## src/rtl/sampling_pkg.sv

```systemverilog
// Shared types and constants for the sampling lane controller.
// Element format is signed Q4.11.
package sampling_pkg;

  localparam int BITSIZE      = 16;
  localparam int Q_INT        = 4;
  localparam int Q_FRAC       = 11;
  localparam int LANE_LAT_DEF = 5;

  typedef enum logic [1:0] {
    IDLE  = 2'd0,
    ISSUE = 2'd1,
    DRAIN = 2'd2,
    DONE  = 2'd3
  } state_t;

  function automatic int idx_w(input int n);
    return (n > 1) ? $clog2(n) : 1;
  endfunction

endpackage

```

## src/rtl/sampling_track_sr.sv

```systemverilog
// Depth-LANE_LAT shift register of {valid, index} that shadows the lane.
// Synchronous clear drops every in-flight element.
module sampling_track_sr #(
  parameter int DEPTH = 5,
  parameter int IW    = 1
) (
  input  logic          clk,
  input  logic          rst,
  input  logic          push_v,
  input  logic [IW-1:0] push_idx,
  output logic          tail_v,
  output logic [IW-1:0] tail_idx
);

  logic [DEPTH-1:0] v_q;
  logic [IW-1:0]    idx_q [DEPTH];

  always_ff @(posedge clk) begin
    if (rst) begin
      v_q <= '0;
      for (int i = 0; i < DEPTH; i++) idx_q[i] <= '0;
    end else begin
      v_q[0]   <= push_v;
      idx_q[0] <= push_idx;
      for (int i = 1; i < DEPTH; i++) begin
        v_q[i]   <= v_q[i-1];
        idx_q[i] <= idx_q[i-1];
      end
    end
  end

  assign tail_v   = v_q[DEPTH-1];
  assign tail_idx = idx_q[DEPTH-1];

endmodule

```

## src/rtl/sampling_sched.sv

```systemverilog
// Issues one latent element per cycle into the sampling lane and reassembles results.
// Optional epsilon tap: define SAMPLING_SCHED_EPS_TAP_EN.
module sampling_sched
  import sampling_pkg::*;
#(
  parameter int N_LATENT = 8,
  parameter int BITSIZE  = sampling_pkg::BITSIZE,
  parameter int LANE_LAT = LANE_LAT_DEF
) (
  input  logic                         clk,
  input  logic                         rst,
  input  logic                         in_valid,
  output logic                         in_ready,
  input  logic [N_LATENT*BITSIZE-1:0]  in_ac,
  input  logic [N_LATENT*BITSIZE-1:0]  in_ad,
  output logic [BITSIZE-1:0]           lane_ac,
  output logic [BITSIZE-1:0]           lane_ad,
  input  logic [BITSIZE-1:0]           lane_a,
`ifdef SAMPLING_SCHED_EPS_TAP_EN
  input  logic [BITSIZE-1:0]           lane_eps,
  output logic [N_LATENT*BITSIZE-1:0]  out_eps,
`endif
  output logic                         out_valid,
  input  logic                         out_ready,
  output logic [N_LATENT*BITSIZE-1:0]  out_a,
  output logic [15:0]                  sample_cnt,
  output logic                         busy
);

  localparam int IW = idx_w(N_LATENT);
  localparam int VW = N_LATENT * BITSIZE;
  localparam logic [IW-1:0] LAST = IW'(N_LATENT - 1);

  state_t        state_q, state_d;
  logic [VW-1:0] ac_q, ad_q;
  logic [IW-1:0] idx_q;
  logic [15:0]   cnt_q;
  logic          push_v;
  logic          tail_v;
  logic [IW-1:0] tail_idx;
  logic          accept, retire, issue;

  assign accept = (state_q == IDLE) && in_valid;
  assign retire = (state_q == DONE) && out_ready;
  assign issue  = (state_q == ISSUE);

  always_ff @(posedge clk) begin
    if (rst) begin
      state_q <= IDLE;
      ac_q    <= '0;
      ad_q    <= '0;
      idx_q   <= '0;
      out_a   <= '0;
      cnt_q   <= '0;
    end else begin
      state_q <= state_d;
      if (accept) begin
        ac_q  <= in_ac;
        ad_q  <= in_ad;
        idx_q <= '0;
      end else if (issue) begin
        idx_q <= idx_q + IW'(1);
      end
      // Lane has no valid; the tracker decides what lands where
      if (tail_v)
        out_a[int'(tail_idx)*BITSIZE +: BITSIZE] <= lane_a;
      if (retire)
        cnt_q <= cnt_q + 16'd1;
    end
  end

`ifdef SAMPLING_SCHED_EPS_TAP_EN
  always_ff @(posedge clk) begin
    if (rst)
      out_eps <= '0;
    else if (tail_v)
      out_eps[int'(tail_idx)*BITSIZE +: BITSIZE] <= lane_eps;
  end
`endif

  always_comb begin
    state_d   = state_q;
    in_ready  = 1'b0;
    out_valid = 1'b0;
    push_v    = 1'b0;
    lane_ac   = '0;
    lane_ad   = '0;
    unique case (state_q)
      IDLE: begin
        in_ready = 1'b1;
        if (in_valid) state_d = ISSUE;
      end
      ISSUE: begin
        push_v  = 1'b1;
        lane_ac = ac_q[int'(idx_q)*BITSIZE +: BITSIZE];
        lane_ad = ad_q[int'(idx_q)*BITSIZE +: BITSIZE];
        if (idx_q == LAST) state_d = DRAIN;
      end
      DRAIN: begin
        if (tail_v && tail_idx == LAST) state_d = DONE;
      end
      DONE: begin
        out_valid = 1'b1;
        if (out_ready) state_d = IDLE;
      end
      default: state_d = IDLE;
    endcase
  end

  sampling_track_sr #(
    .DEPTH (LANE_LAT),
    .IW    (IW)
  ) u_track (
    .clk      (clk),
    .rst      (rst),
    .push_v   (push_v),
    .push_idx (idx_q),
    .tail_v   (tail_v),
    .tail_idx (tail_idx)
  );

  assign sample_cnt = cnt_q;
  assign busy       = (state_q != IDLE);

endmodule

```

## config.mk

```make
export PLATFORM = sky130hd
export DESIGN_NAME = sampling_sched
export DESIGN_NICKNAME = d
export VERILOG_FILES = /design/src/rtl/sampling_pkg.sv /design/src/rtl/sampling_track_sr.sv /design/src/rtl/sampling_sched.sv
export SDC_FILE = /design/constraint.sdc
export NUM_CORES = 1
export LEC_CHECK = 0
export CORE_ASPECT_RATIO = 1.4
export CORE_UTILIZATION = 49
export CTS_CLUSTER_SIZE = 25
export DETAILED_ROUTE_END_ITERATION = 6
export PLACE_DENSITY = 0.81
export SYNTH_ARGS = -nofsm -noshare
export SYNTH_HDL_FRONTEND = slang
export SYNTH_HIERARCHICAL = 1
export SYNTH_SLANG_ARGS = --single-unit
```

## constraint.sdc

```tcl
create_clock -name clk -period 3.21 [get_ports clk]
set_input_delay 0.963 -clock clk [delete_from_list [all_inputs] [get_ports clk]]
set_output_delay 0.963 -clock clk [all_outputs]
set_load 0.02 [all_outputs]
```

==> flow_summary.json <==
{
  "grt_pass1_vias": 15800,
  "area_growth_pct": 37.9,
  "fill_cells": 2629,
  "synth_top_family_by_area": "simple AND/OR/NAND/NOR gates",
  "route.met3.wl_mm": 4.05,
  "maxCapViolCount": 0,
  "critPathLaunchType": "flip-flop",
  "synthMuxAreaShare_pct": 11.3,
  "vias_per_cell": 5.63,
  "reg2reg_from": "u_track/idx_q[0][12]$_SDFF_PP0_",
  "synth-compound-area-share_pct": 11.2,
  "max_freq_mhz": 308,
  "wl_met1_mm": 21.1,
  "yosysTopAreaCell": "dfxtp_1",
  "grt-ovfl-total": 0,
  "setup.worst_path.end": "lane_ad[11]",
  "fin_crit_sh_pct": 101,
  "cp.arrival_ns": 2.28,
  "synthFlopType": "dfxtp_1",
  "wl_met2_mm": 27.7,
  "yosysSeqAreaShare_pct": 49.5,
  "pin_count": 455,
  "die_h_um": 224,
  "top_layer_used": "met4",
  "skew_ns": 0.0225,
  "vias": 16300,
  "synth.net_count": 2304,
  "worst-setup-path-type": "reg -> out",
  "max_slew_margin_pct": 53.8,
  "clockBufferDepth": 3,
  "nets": 2680,
  "slew_violations": 0,
  "synth_edf_count": 0,
  "powerDensity_nw_per_um2": 628,
  "p_total_mw": 14.9,
  "ys_async_sr_fraction_pct": 0,
  "yosys-top-cells-area": "dfxtp_1 (49%), nand2_1 (14%), a21oi_1 (11%), mux4_2 (8.4%), clkbuf_1 (3.5%)",
  "synth_xor_area_share_pct": 0.560,
  "pre_cts_ws_ns": 0.152,
  "syn_area_per_cell_um2": 8.52,
  "netlist_area_um2": 17200,
  "htree_levels": 2,
  "numCtsBuffers": 42,
  "worstPathRequired_ns": 2.25,
  "crit_chain": "buf_4 -> mux4_2 -> mux2i_1 -> nor2b_1 -> clkdlybuf4s15_2",
  "grt_max_degree": 85,
  "synth_top_area_share_pct": 49.5,
  "status": "finished, violations left",
  "rsz0062_at_grt": "yes",
  "worst_slew_pin_slew_ns": 0.693,
  "period_needed_ns": 3.25,
  "min_path_type": "reg -> reg",
  "layout_setup_ws_ns": -0.0357,
  "die_area_um2": 35800,
  "gp_congestion": 0.975,
  "crit_slowest_cell": "mux4_2",
  "drt_wl_total_mm": 56.4,
  "firstDrtPassIters": 6,
  "wl_per_cell_um": 19.5,
  "failed_checks": "setup timing",
  "clock-sinks": 425,
  "crit_path_max_incr_delay_ns": 0.52,
  "netlist_instances": 2017,
  "cts_tree": "yes",
  "peakVddDrop_v": 0.000482,
  "dp_hpwl_mm": 39.1,
  "worstSetupStartpoint": "idx_q[0]$_SDFFE_PP0P_",
  "route.detailed.drc": 0,
  "clkTransAtPathRegs_ns": 0.06,
  "layout-drive-gt1-share_pct": 10.5,
  "grt_use_total_pct": 31.0,
  "cts-root-buf": "clkbuf_16",
  "synth_commonest_cells": "nand2_1 (634), dfxtp_1 (425), a21oi_1 (376), clkbuf_1 (160), nand3_1 (90)",
  "finalSetupViolations": 1,
  "timing.rr.end": "out_a[43]$_SDFFE_PP0P_",
  "critPathCaptureType": "primary output",
  "p_leak_nw": 8.43,
  "antenna_found_initial": 24,
  "reg2regPathDepth": 8,
  "dieWidth_um": 160,
  "clk_latency_ns": 0.56,
  "start_util_pct": 50.1,
  "rows": 80,
  "yosysWarnings": 6,
  "drt_iter0_markers": 1487,
  "yosysUniqueCellTypes": 39,
  "io_buffer_count": 454,
  "synth-seq-cells": 425,
  "finalHoldViolations": 0,
  "core-area_um2": 34300,
  "cts-hold-fix-buffers": 0,
  "utilization_pct": 69.0,
  "synthAdderAreaFrac_pct": 0.801,
  "cp_max_fo": 8,
  "yosys.area_share.simple_pct": 22.2,
  "ant_nets": 0,
  "yosysMostFrequentCell": "nand2_1",
  "grt_pass1_wl_mm": 87.0,
  "r2r_setup_slack_ns": 0.51
}
[power breakdown]
| part | switching (mW) | internal (mW) |
|---|---|---|
| Sequential | 0.419 | 5.87 |
| Clock | 2.11 | 2.83 |
| Combinational | 1.97 | 1.67 |
[metrics by stage]
step | area (um2) | hold WS, ns | cells | TNS (ns)
2_1_floorplan | 17200 | 0.415 | 2017 | 0
3_3_place_gp | 22200 | 0.417 | 2782 | 0
3_5_place_dp | 22200 | 0.420 | 2782 | 0
4_1_cts | 23700 | 0.440 | 2871 | -0.186
5_1_grt | 23700 | 0.452 | 2897 | -0.735
6_report | 23700 | 0.436 | 2897 | -0.0357
[critical path: cells and delay by family, from the launching register on]
family,cells,cell delay [ns]
muxes,2,0.70
DFF,1,0.45
buffers and inverters,2,0.45
and+or+nand+nor,1,0.12
[cells in the final DEF (no fill, tap or decap), drive strengths merged]
| cell type | netlist | routed |
|---|---|---|
| clkdlybuf4s50 | 0 | 421 |
| inv | 8 | 10 |
| and2 | 3 | 3 |
| clkinvlp | 0 | 1 |
| mux4 | 64 | 64 |
| nor3 | 9 | 9 |
| o31ai | 1 | 1 |
| ha | 11 | 11 |
| nand4 | 37 | 37 |
| nor3b | 2 | 2 |
| and3 | 2 | 2 |
| nor2b | 56 | 56 |
| clkdlybuf4s15 | 0 | 1 |
| clkbuf | 161 | 64 |
| nand2 | 634 | 634 |
| nand4b | 1 | 1 |
| o21ai | 4 | 4 |
| a21o | 1 | 1 |
| mux2i | 50 | 50 |
| dfxtp | 425 | 425 |
| nor4 | 4 | 4 |
| buf | 25 | 90 |
| xnor2 | 8 | 8 |
| nand3b | 2 | 2 |
| or2 | 1 | 1 |
| nor4b | 1 | 1 |
| nand3 | 90 | 90 |
| a21oi | 376 | 376 |
| and3b | 1 | 1 |
| or4 | 2 | 2 |
| and4b | 1 | 1 |
| or3 | 5 | 5 |
| diode | 0 | 24 |
| xor2 | 3 | 3 |
| nor2 | 29 | 29 |
| clkinv | 0 | 9 |
| bufinv | 0 | 3 |
[cells by family after synthesis]
kind of cell / Yosys count
and+or+nand+nor: 880
adders and majority gates: 11
buffers and inverters: 194
DFF: 425
AOI/OAI and AO/OA: 382
xor gates and xnor gates: 11
muxes: 114
[flip-flops by register name, summed over array words and instances (netlist names)]
name / flops
ac_q: 128
out_a: 128
state_q: 2
ad_q: 128
sample_cnt: 16
u_track/idx_q: 15
u_track/v_q: 5
idx_q: 3
[cell type report]
class                   count  area (um2)  area share, %
multi-input cells        1398        7930           33.5
clock buffers              58        1180           4.98
inverters                   8        30.0          0.127
repair buffers            518        5240           22.1
well taps                 451         564           2.38
clock inverters            15         186          0.786
flip-flops and latches    425        8520           35.9
diodes                     24        60.1          0.253
[worst min path at each step]
stage	cells past startpoint	endpoint	start
floorplan	1	u_track/idx_q[0][10]$_SDFF_PP0_	u_track/idx_q[0][7]$_SDFF_PP0_
global placement	1	u_track/v_q[1]$_SDFF_PP0_	u_track/v_q[0]$_SDFF_PP0_
detailed placement	1	u_track/idx_q[0][6]$_SDFF_PP0_	u_track/idx_q[0][3]$_SDFF_PP0_
CTS	1	u_track/idx_q[0][6]$_SDFF_PP0_	u_track/idx_q[0][3]$_SDFF_PP0_
global route	1	u_track/idx_q[0][8]$_SDFF_PP0_	u_track/idx_q[0][5]$_SDFF_PP0_
finish	1	u_track/idx_q[0][14]$_SDFF_PP0_	u_track/idx_q[0][11]$_SDFF_PP0_
[timing repair]
item,CTS,global route
endpoints found under the setup margin,32,26
resized for setup,122,12
buffers inserted,13,2
gates cloned,3,1
[metal layers]
layer  vias to the layer above  GRT usage, %
li1                       7545             -
met4                         0          21.1
met3                       199          4.22
met5                         -             0
met1                      7671          37.5
met2                       892          51.2
(Power assumes the default switching activity.)
